[src/rtl/td4_sequencer.sv]
// Fetch/decode/execute controller for the 4-bit TD4 datapath: PC, IR, carry flag, ROM handshake.
// Optional build macro TD4_SINGLE_STEP_EN adds step_i and a HOLD state for single-stepping.
module td4_sequencer #(
    parameter int                  PC_WIDTH = 4,
    parameter logic [PC_WIDTH-1:0] RESET_PC = '0
) (
    input  logic                clk,
    input  logic                rst_n,
`ifdef TD4_SINGLE_STEP_EN
    input  logic                step_i,
`endif
    output logic                rom_req,
    output logic [PC_WIDTH-1:0] rom_addr,
    input  logic                rom_ack,
    input  logic [7:0]          rom_data,
    input  logic                alu_carry_i,
    output logic [1:0]          src_sel,
    output logic [3:0]          imm_o,
    output logic                ld_a,
    output logic                ld_b,
    output logic                ld_out,
    output logic                carry_o,
    output logic [PC_WIDTH-1:0] pc_o,
    output logic                illegal_o
);

    typedef enum logic [1:0] {
        IDLE  = 2'd0,
        FETCH = 2'd1,
        EXEC  = 2'd2
`ifdef TD4_SINGLE_STEP_EN
        , HOLD = 2'd3
`endif
    } state_t;

    state_t              state, state_nxt;
    logic [PC_WIDTH-1:0] pc, pc_nxt;
    logic [7:0]          ir;
    logic                carry, carry_nxt;
    logic [PC_WIDTH-1:0] target;

    assign rom_addr = pc;
    assign pc_o     = pc;
    assign imm_o    = ir[3:0];
    assign carry_o  = carry;
    assign target   = PC_WIDTH'(ir[3:0]);

    always_ff @(posedge clk or negedge rst_n) begin
        if (!rst_n) begin
            state <= IDLE;
            pc    <= RESET_PC;
            ir    <= '0;
            carry <= 1'b0;
        end else begin
            state <= state_nxt;
            if (state == FETCH && rom_ack)
                ir <= rom_data;
            if (state == EXEC) begin
                pc    <= pc_nxt;
                carry <= carry_nxt;
            end
        end
    end

    always_comb begin
        state_nxt = state;
        rom_req   = 1'b0;
        src_sel   = 2'b00;
        ld_a      = 1'b0;
        ld_b      = 1'b0;
        ld_out    = 1'b0;
        illegal_o = 1'b0;
        carry_nxt = 1'b0;
        pc_nxt    = pc + PC_WIDTH'(1);
        case (state)
            IDLE: begin
`ifdef TD4_SINGLE_STEP_EN
                state_nxt = HOLD;
`else
                state_nxt = FETCH;
`endif
            end
            FETCH: begin
                rom_req = 1'b1;
                if (rom_ack)
                    state_nxt = EXEC;
            end
            EXEC: begin
`ifdef TD4_SINGLE_STEP_EN
                state_nxt = HOLD;
`else
                state_nxt = FETCH;
`endif
                // Strobes decode straight from ir; only ADD A/ADD B keep the adder carry.
                case (ir[7:4])
                    4'b0000: begin src_sel = 2'b01; ld_a = 1'b1; carry_nxt = alu_carry_i; end
                    4'b0001: begin src_sel = 2'b10; ld_a = 1'b1; end
                    4'b0010: begin src_sel = 2'b11; ld_a = 1'b1; end
                    4'b0011: begin src_sel = 2'b00; ld_a = 1'b1; end
                    4'b0100: begin src_sel = 2'b01; ld_b = 1'b1; end
                    4'b0101: begin src_sel = 2'b10; ld_b = 1'b1; carry_nxt = alu_carry_i; end
                    4'b0110: begin src_sel = 2'b11; ld_b = 1'b1; end
                    4'b0111: begin src_sel = 2'b00; ld_b = 1'b1; end
                    4'b1001: begin src_sel = 2'b10; ld_out = 1'b1; end
                    4'b1011: begin src_sel = 2'b00; ld_out = 1'b1; end
                    4'b1110: begin
                        if (!carry)
                            pc_nxt = target;
                    end
                    4'b1111: pc_nxt = target;
                    default: illegal_o = 1'b1;
                endcase
            end
`ifdef TD4_SINGLE_STEP_EN
            HOLD: begin
                if (step_i)
                    state_nxt = FETCH;
            end
`endif
            default: state_nxt = IDLE;
        endcase
    end

endmodule

[config.mk]
export PLATFORM = sky130hd
export DESIGN_NAME = td4_sequencer
export DESIGN_NICKNAME = d
export VERILOG_FILES = /design/src/rtl/td4_sequencer.sv
export SDC_FILE = /design/constraint.sdc
export NUM_CORES = 1
export LEC_CHECK = 0
export BUFFER_PORTS_ARGS = -buffer_cell sky130_fd_sc_hd__buf_4
export CORE_MARGIN = 5
export CORE_UTILIZATION = 25
export CTS_BUF_LIST = sky130_fd_sc_hd__clkbuf_4
export CTS_CLUSTER_SIZE = 28
export DETAILED_ROUTE_END_ITERATION = 10
export PLACE_DENSITY = 0.45
export SETUP_SLACK_MARGIN = 0.05
export SYNTH_ARGS = -nofsm -noshare
export SYNTH_HDL_FRONTEND = slang
export SYNTH_SLANG_ARGS = --single-unit
[constraint.sdc]
create_clock -name clk -period 1.57 [get_ports clk]
set_input_delay 0.0785 -clock clk [delete_from_list [all_inputs] [get_ports clk]]
set_output_delay 0.0785 -clock clk [all_outputs]
set_load 0.1 [all_outputs]
* Word-level counts from Yosys, hierarchy flattened
Cells that the tools add are included.
Storage, ports and cells: register bits 15, input port bits 12, output and inout bits 20, logic and storage cells 47
Operators by class: add/subtract/negate cells 1, equality and inequality tests 14, muxes and demuxes 16, reductions and logical operators 12
Operators with widths (count):
- $eq 4x3->1 const B | 4
- $eq 4x4->1 const B | 4
- $reduce_or 12->1 | 1
- $mux 1 | 10
- $reduce_or 2->1 | 5
- $eq 4x2->1 const B | 2
- $pmux 4 s2 | 1
- $reduce_or 4->1 | 2
- $pmux 2 s3 | 1
- $add 4x1->4 const B | 1
- $eq 4x1->1 const B | 1
- $logic_not 4->1 | 1
- $mux 2 | 2
- $mux 4 | 1
- $pmux 2 s2 | 1
- $reduce_or 3->1 | 1
- $eq 2x1->1 const B | 1
- $eq 2x2->1 const B | 1
- $logic_not 2->1 | 1
- $ne 2x2->1 const B | 1
- $logic_and 1x1->1 | 1

* Logic depth before layout (Yosys ltp)
depth after elaboration 4, gate-level depth with buffers 4, depth with buffers taken out 4

* Least setup slack after synthesis
OpenSTA, ideal clock, no wires.
kind flip-flop to output port, start point register state[0], end point output ld_b, data arrival time 2.912 ns, data required time 1.492 ns, setup slack -1.421 ns, cell stages (with the launch flop) 4, path buffers 1, path through dfrtp_1 nand2b_1 buf_2 nor3b_1
Between the ends: word-level cells in the longest chain between the ends 2
Ends and longest elaborated chain:
- from (decl) | line 36 | state_t state, state_nxt;
- from (signal assigned) | line 55 | state <= state_nxt;
- $eq 2x2->1 | line 75 | case (state)
- $mux 1 | line 75
- to (decl) | line 20 | output logic ld_b,
No other way between the ends.

* Worst setup path after layout
Same ends and word-level chain as after synthesis.

==> metrics.txt <==
# TYPE chip_impl_metric gauge
chip_impl_info{name="outcome",value="finished, final reports clean"} 1
chip_impl_metric{name="grtUsageMet3",unit="%"} 2.956
chip_impl_metric{name="max_cap_viol_count",unit=""} 0
chip_impl_metric{name="die_area",unit="mm2"} 0.004600
chip_impl_info{name="synth_top_cells_by_area",value="dfrtp_1 (45%), mux2_2 (11%), buf_4 (7.2%), nand2b_1 (3.0%), nand3_1 (2.4%)"} 1
chip_impl_metric{name="rows",unit=""} 21
chip_impl_info{name="cp-start-kind",value="flop"} 1
chip_impl_metric{name="count_of_input_and_output_buffers",unit=""} 31
chip_impl_info{name="grt_setup_unrepaired",value="true"} 1
chip_impl_metric{name="tritoncts_num_sinks",unit=""} 15
chip_impl_info{name="worstSetupEndpointType",value="primary output"} 1
chip_impl_metric{name="grt_pass1_wl",unit="um"} 3298
chip_impl_metric{name="die_width",unit="um"} 67.82
chip_impl_metric{name="clock.fmax",unit="MHz"} 674.9
chip_impl_metric{name="sequentialPowerShare",unit="%"} 25.1
chip_impl_metric{name="ports_placed_on_the_boundary",unit=""} 32
chip_impl_metric{name="grt_start_max_net_pins",unit=""} 16
chip_impl_metric{name="power_frac_clock",unit="%"} 9.3
chip_impl_metric{name="numCtsBuffers",unit=""} 3
chip_impl_metric{name="fp.coreArea",unit="mm2"} 0.003284
chip_impl_metric{name="antenna_violating_nets_post_route",unit=""} 0
chip_impl_metric{name="drc",unit=""} 0
chip_impl_info{name="yosys-top-cells-count",value="dfrtp_1 (15), buf_4 (8), mux2_2 (8)"} 1
chip_impl_metric{name="drt-wirelength-per-cell",unit="um"} 12.06
chip_impl_metric{name="critical_path_arrival",unit="ns"} 1.40
chip_impl_metric{name="yosysTopAreaCellShare",unit="%"} 44.91
chip_impl_metric{name="placed_cells_incl_taps",unit=""} 151
chip_impl_metric{name="powerDensity",unit="mW/mm2"} 1812
chip_impl_metric{name="period_minus_slack",unit="ns"} 1.482
chip_impl_info{name="worst_hold_path_type",value="in2reg"} 1
chip_impl_metric{name="slew_headroom",unit="%"} 81.49
chip_impl_metric{name="finalClockSkew",unit="ns"} 0.009700
chip_impl_metric{name="die_h",unit="um"} 67.82
chip_impl_metric{name="dr.first_iter.drc_count",unit=""} 20
chip_impl_metric{name="synth_seq_cells",unit=""} 15
chip_impl_metric{name="post_synth_instance_area",unit="um2"} 835.8
chip_impl_metric{name="static_leak",unit="uW"} 0.0006152
chip_impl_metric{name="initial_antenna_violation_count",unit=""} 0
chip_impl_info{name="grt_busiest_layer",value="met2"} 1
chip_impl_info{name="synth_largest_area_cell",value="dfrtp_1"} 1
chip_impl_metric{name="synth_warnings",unit=""} 0
chip_impl_metric{name="syn-instance-count",unit=""} 81
chip_impl_metric{name="grt_pass1_vias",unit=""} 708
chip_impl_metric{name="clockBufferDepth",unit=""} 2
chip_impl_metric{name="finalHoldViolations",unit=""} 0
chip_impl_metric{name="grt_remaining_overflow",unit=""} 0
chip_impl_metric{name="worstMarginPinSlew",unit="ns"} 0.2800
chip_impl_info{name="critPathKind",value="reg2out"} 1
chip_impl_metric{name="global_route.usage.met1",unit="%"} 11.87
chip_impl_metric{name="postRouteWirelength",unit="um"} 2099
chip_impl_metric{name="nets",unit=""} 142
chip_impl_metric{name="post_drt_via_cell_ratio",unit=""} 4.345
chip_impl_metric{name="critical_path.max_stage_delay",unit="ns"} 0.45
chip_impl_info{name="tritoncts",value="done"} 1
chip_impl_metric{name="grt_usage",unit="%"} 9.721
chip_impl_metric{name="synth-edff-count",unit=""} 0
chip_impl_metric{name="cts.clk_slew.worst_paths",unit="ns"} 0.09
chip_impl_metric{name="place_congestion",unit=""} 0.7115
chip_impl_metric{name="cp_max_fo",unit=""} 6
chip_impl_metric{name="cts-htree-levels",unit=""} 1
chip_impl_metric{name="netSwitchingPower",unit="uW"} 1486
chip_impl_metric{name="layout-drive-gt1-share",unit="%"} 60.16
chip_impl_metric{name="synthesis.area_per_instance",unit="um2"} 10.32
chip_impl_metric{name="timing.critical_path.buf_inv",unit=""} 1
chip_impl_metric{name="asyncSetResetFlopFracSynth",unit="%"} 100.0
chip_impl_metric{name="areaGrowthSynthToFinish",unit="%"} 71.26
chip_impl_info{name="yosys.cell_count.top_type",value="dfrtp_1"} 1
chip_impl_metric{name="initial_core_util",unit="%"} 25.45
chip_impl_metric{name="timing.final.setup_violations",unit=""} 0
chip_impl_metric{name="yosysUniqueCellTypes",unit=""} 31
chip_impl_metric{name="nFillCells",unit=""} 320
chip_impl_metric{name="synth_seq_area_share",unit="%"} 44.91
chip_impl_metric{name="power.share.switching",unit="%"} 57.26
chip_impl_metric{name="timing_max_transition_violations_final",unit=""} 0
chip_impl_metric{name="clock_latency",unit="ns"} 0.30
chip_impl_metric{name="use_met2",unit="%"} 16.77
chip_impl_metric{name="cp_data_required_time",unit="ns"} 1.49
chip_impl_metric{name="internal_power",unit="uW"} 1109
chip_impl_metric{name="route.vias.total",unit=""} 756
chip_impl_metric{name="final.setup.tns",unit="ns"} 0
chip_impl_metric{name="count_of_placed_standard_cells_in_the_final_layout_fillers_left_out",unit=""} 174
chip_impl_metric{name="synth.net_count",unit=""} 94
chip_impl_info{name="crit_chain",value="nand2b_4 > nor3b_4 > buf_12"} 1
chip_impl_info{name="ys.flop_type",value="dfrtp_1"} 1
chip_impl_metric{name="timing.final.crit_share",unit="%"} 94.37
chip_impl_metric{name="drtPass1Iterations",unit=""} 4
chip_impl_info{name="clockRootBuffer",value="clkbuf_4"} 1
chip_impl_metric{name="dp.final_hpwl",unit="um"} 1525
chip_impl_metric{name="antenna-diode-count",unit=""} 0
chip_impl_metric{name="ir_drop",unit="mV"} 0.9302
chip_impl_info{name="critPathTopFamily",value="simple AND/OR/NAND/NOR gates"} 1
chip_impl_metric{name="comb_power_share",unit="%"} 65.7
chip_impl_info{name="timing.critical_path.slowest_stage_cell",value="dfrtp_2"} 1
worst reg2reg max path, delay by kind of cell, from the launching register on:
kind                   cells  cell delay (ns)
buffers and inverters      1             0.14
DFF                        1             0.42
muxes                      1             0.31
and+or+nand+nor            2             0.38
kinds of logic after synthesis:
| logic type | synth area share [%] |
|---|---|
| adders and majority gates | 1.497 |
| buffers and inverters | 10.03 |
| muxes | 10.78 |
| DFF | 44.91 |
| and+or+nand+nor | 20.96 |
| AOI/OAI and AO/OA | 10.78 |
| xor gates and xnor gates | 1.048 |
cells in the final DEF, fill, tap and decap left out, types with 2 or more instances in the layout:
cell type      instances
clkbuf_4               3
buf_8                  3
nor2_1                 2
nand2_2                2
nand2_1                4
a31oi_1                2
nand2b_4               2
mux2_2                 8
buf_12                 4
dfrtp_1                7
dlygate4sd3_1         10
nand3_1                4
buf_4                 36
o21ai_0                3
nor2b_1                2
nand4_1                2
nor3_4                 2
nand2b_1               2
dfrtp_2                8
nor2_4                 3
inv_1                  2
cell type report:
cell class	instances	area (um2)	area share, %
well taps	46	57.56	4.021
repair buffers	53	495.5	34.62
multi-input cells	54	455.4	31.82
flip-flops and latches	15	385.4	26.92
inverters	2	7.507	0.5245
clock inverters	1	7.507	0.5245
clock buffers	3	22.52	1.573
final timing paths:
path / to / cells after the start / from / slack [ns]
worst max register to register: ir[7] / 4 / state[1] / 0.22
max in group asynchronous: carry_o / 2 / rst_n / 1.21
worst max-delay path: ld_b / 3 / state[0] / 0.09
min in group asynchronous: state[1] / 2 / rst_n / 0.16
worst min register to register: carry_o / 2 / carry_o / 0.53
worst min-delay path: carry_o / 3 / alu_carry_i / 0.05
timing repair:
item | in CTS | in global routing
resized for setup | 18 | 5
hold buffers | 6 | 4
buffers inserted | 5 | 4
pin swaps | 0 | 1
endpoints found under the hold margin | 20 | 4
endpoints found under the setup margin | 6 | 6
layer usage:
metal / routed length [um] / vias up
li1: - / 379
met1: 858 / 358
met2: 1136 / 17
met3: 85 / 2
met4: 19 / 0
met5: 0 / -
power groups by stage:
stage | clock network, uW | registers (uW) | logic [uW]
detailed placement | 0 | 665 | 1560
global route | 268 | 678 | 1780
CTS | 252 | 658 | 1650
global placement | 0 | 661 | 1560
floorplan | 0 | 934 | 1060
finish | 240 | 650 | 1700
sequential cells by signal (all words and copies together) (netlist names):
register  flops
carry_o       1
ir            8
state         2
pc_o          4
per-stage QoR:
| step | setup slack (ns) | util [%] | instance area [um2] | total power [uW] | hold slack (ns) |
|---|---|---|---|---|---|
| finish | 0.08835 | 43.58 | 1431 | 2594 | 0.04855 |
| floorplan | -0.02897 | - | 913.4 | 1996 | -0.2171 |
| global placement | 0.1661 | 34.82 | 1144 | 2219 | -0.05227 |
| global route | 0.01146 | 43.58 | 1431 | 2726 | 0.07129 |
| CTS | 0.05107 | 40.57 | 1333 | 2556 | 0.001238 |
| detailed placement | 0.1742 | 34.82 | 1144 | 2226 | -0.04830 |
(Power assumes the default switching activity.)
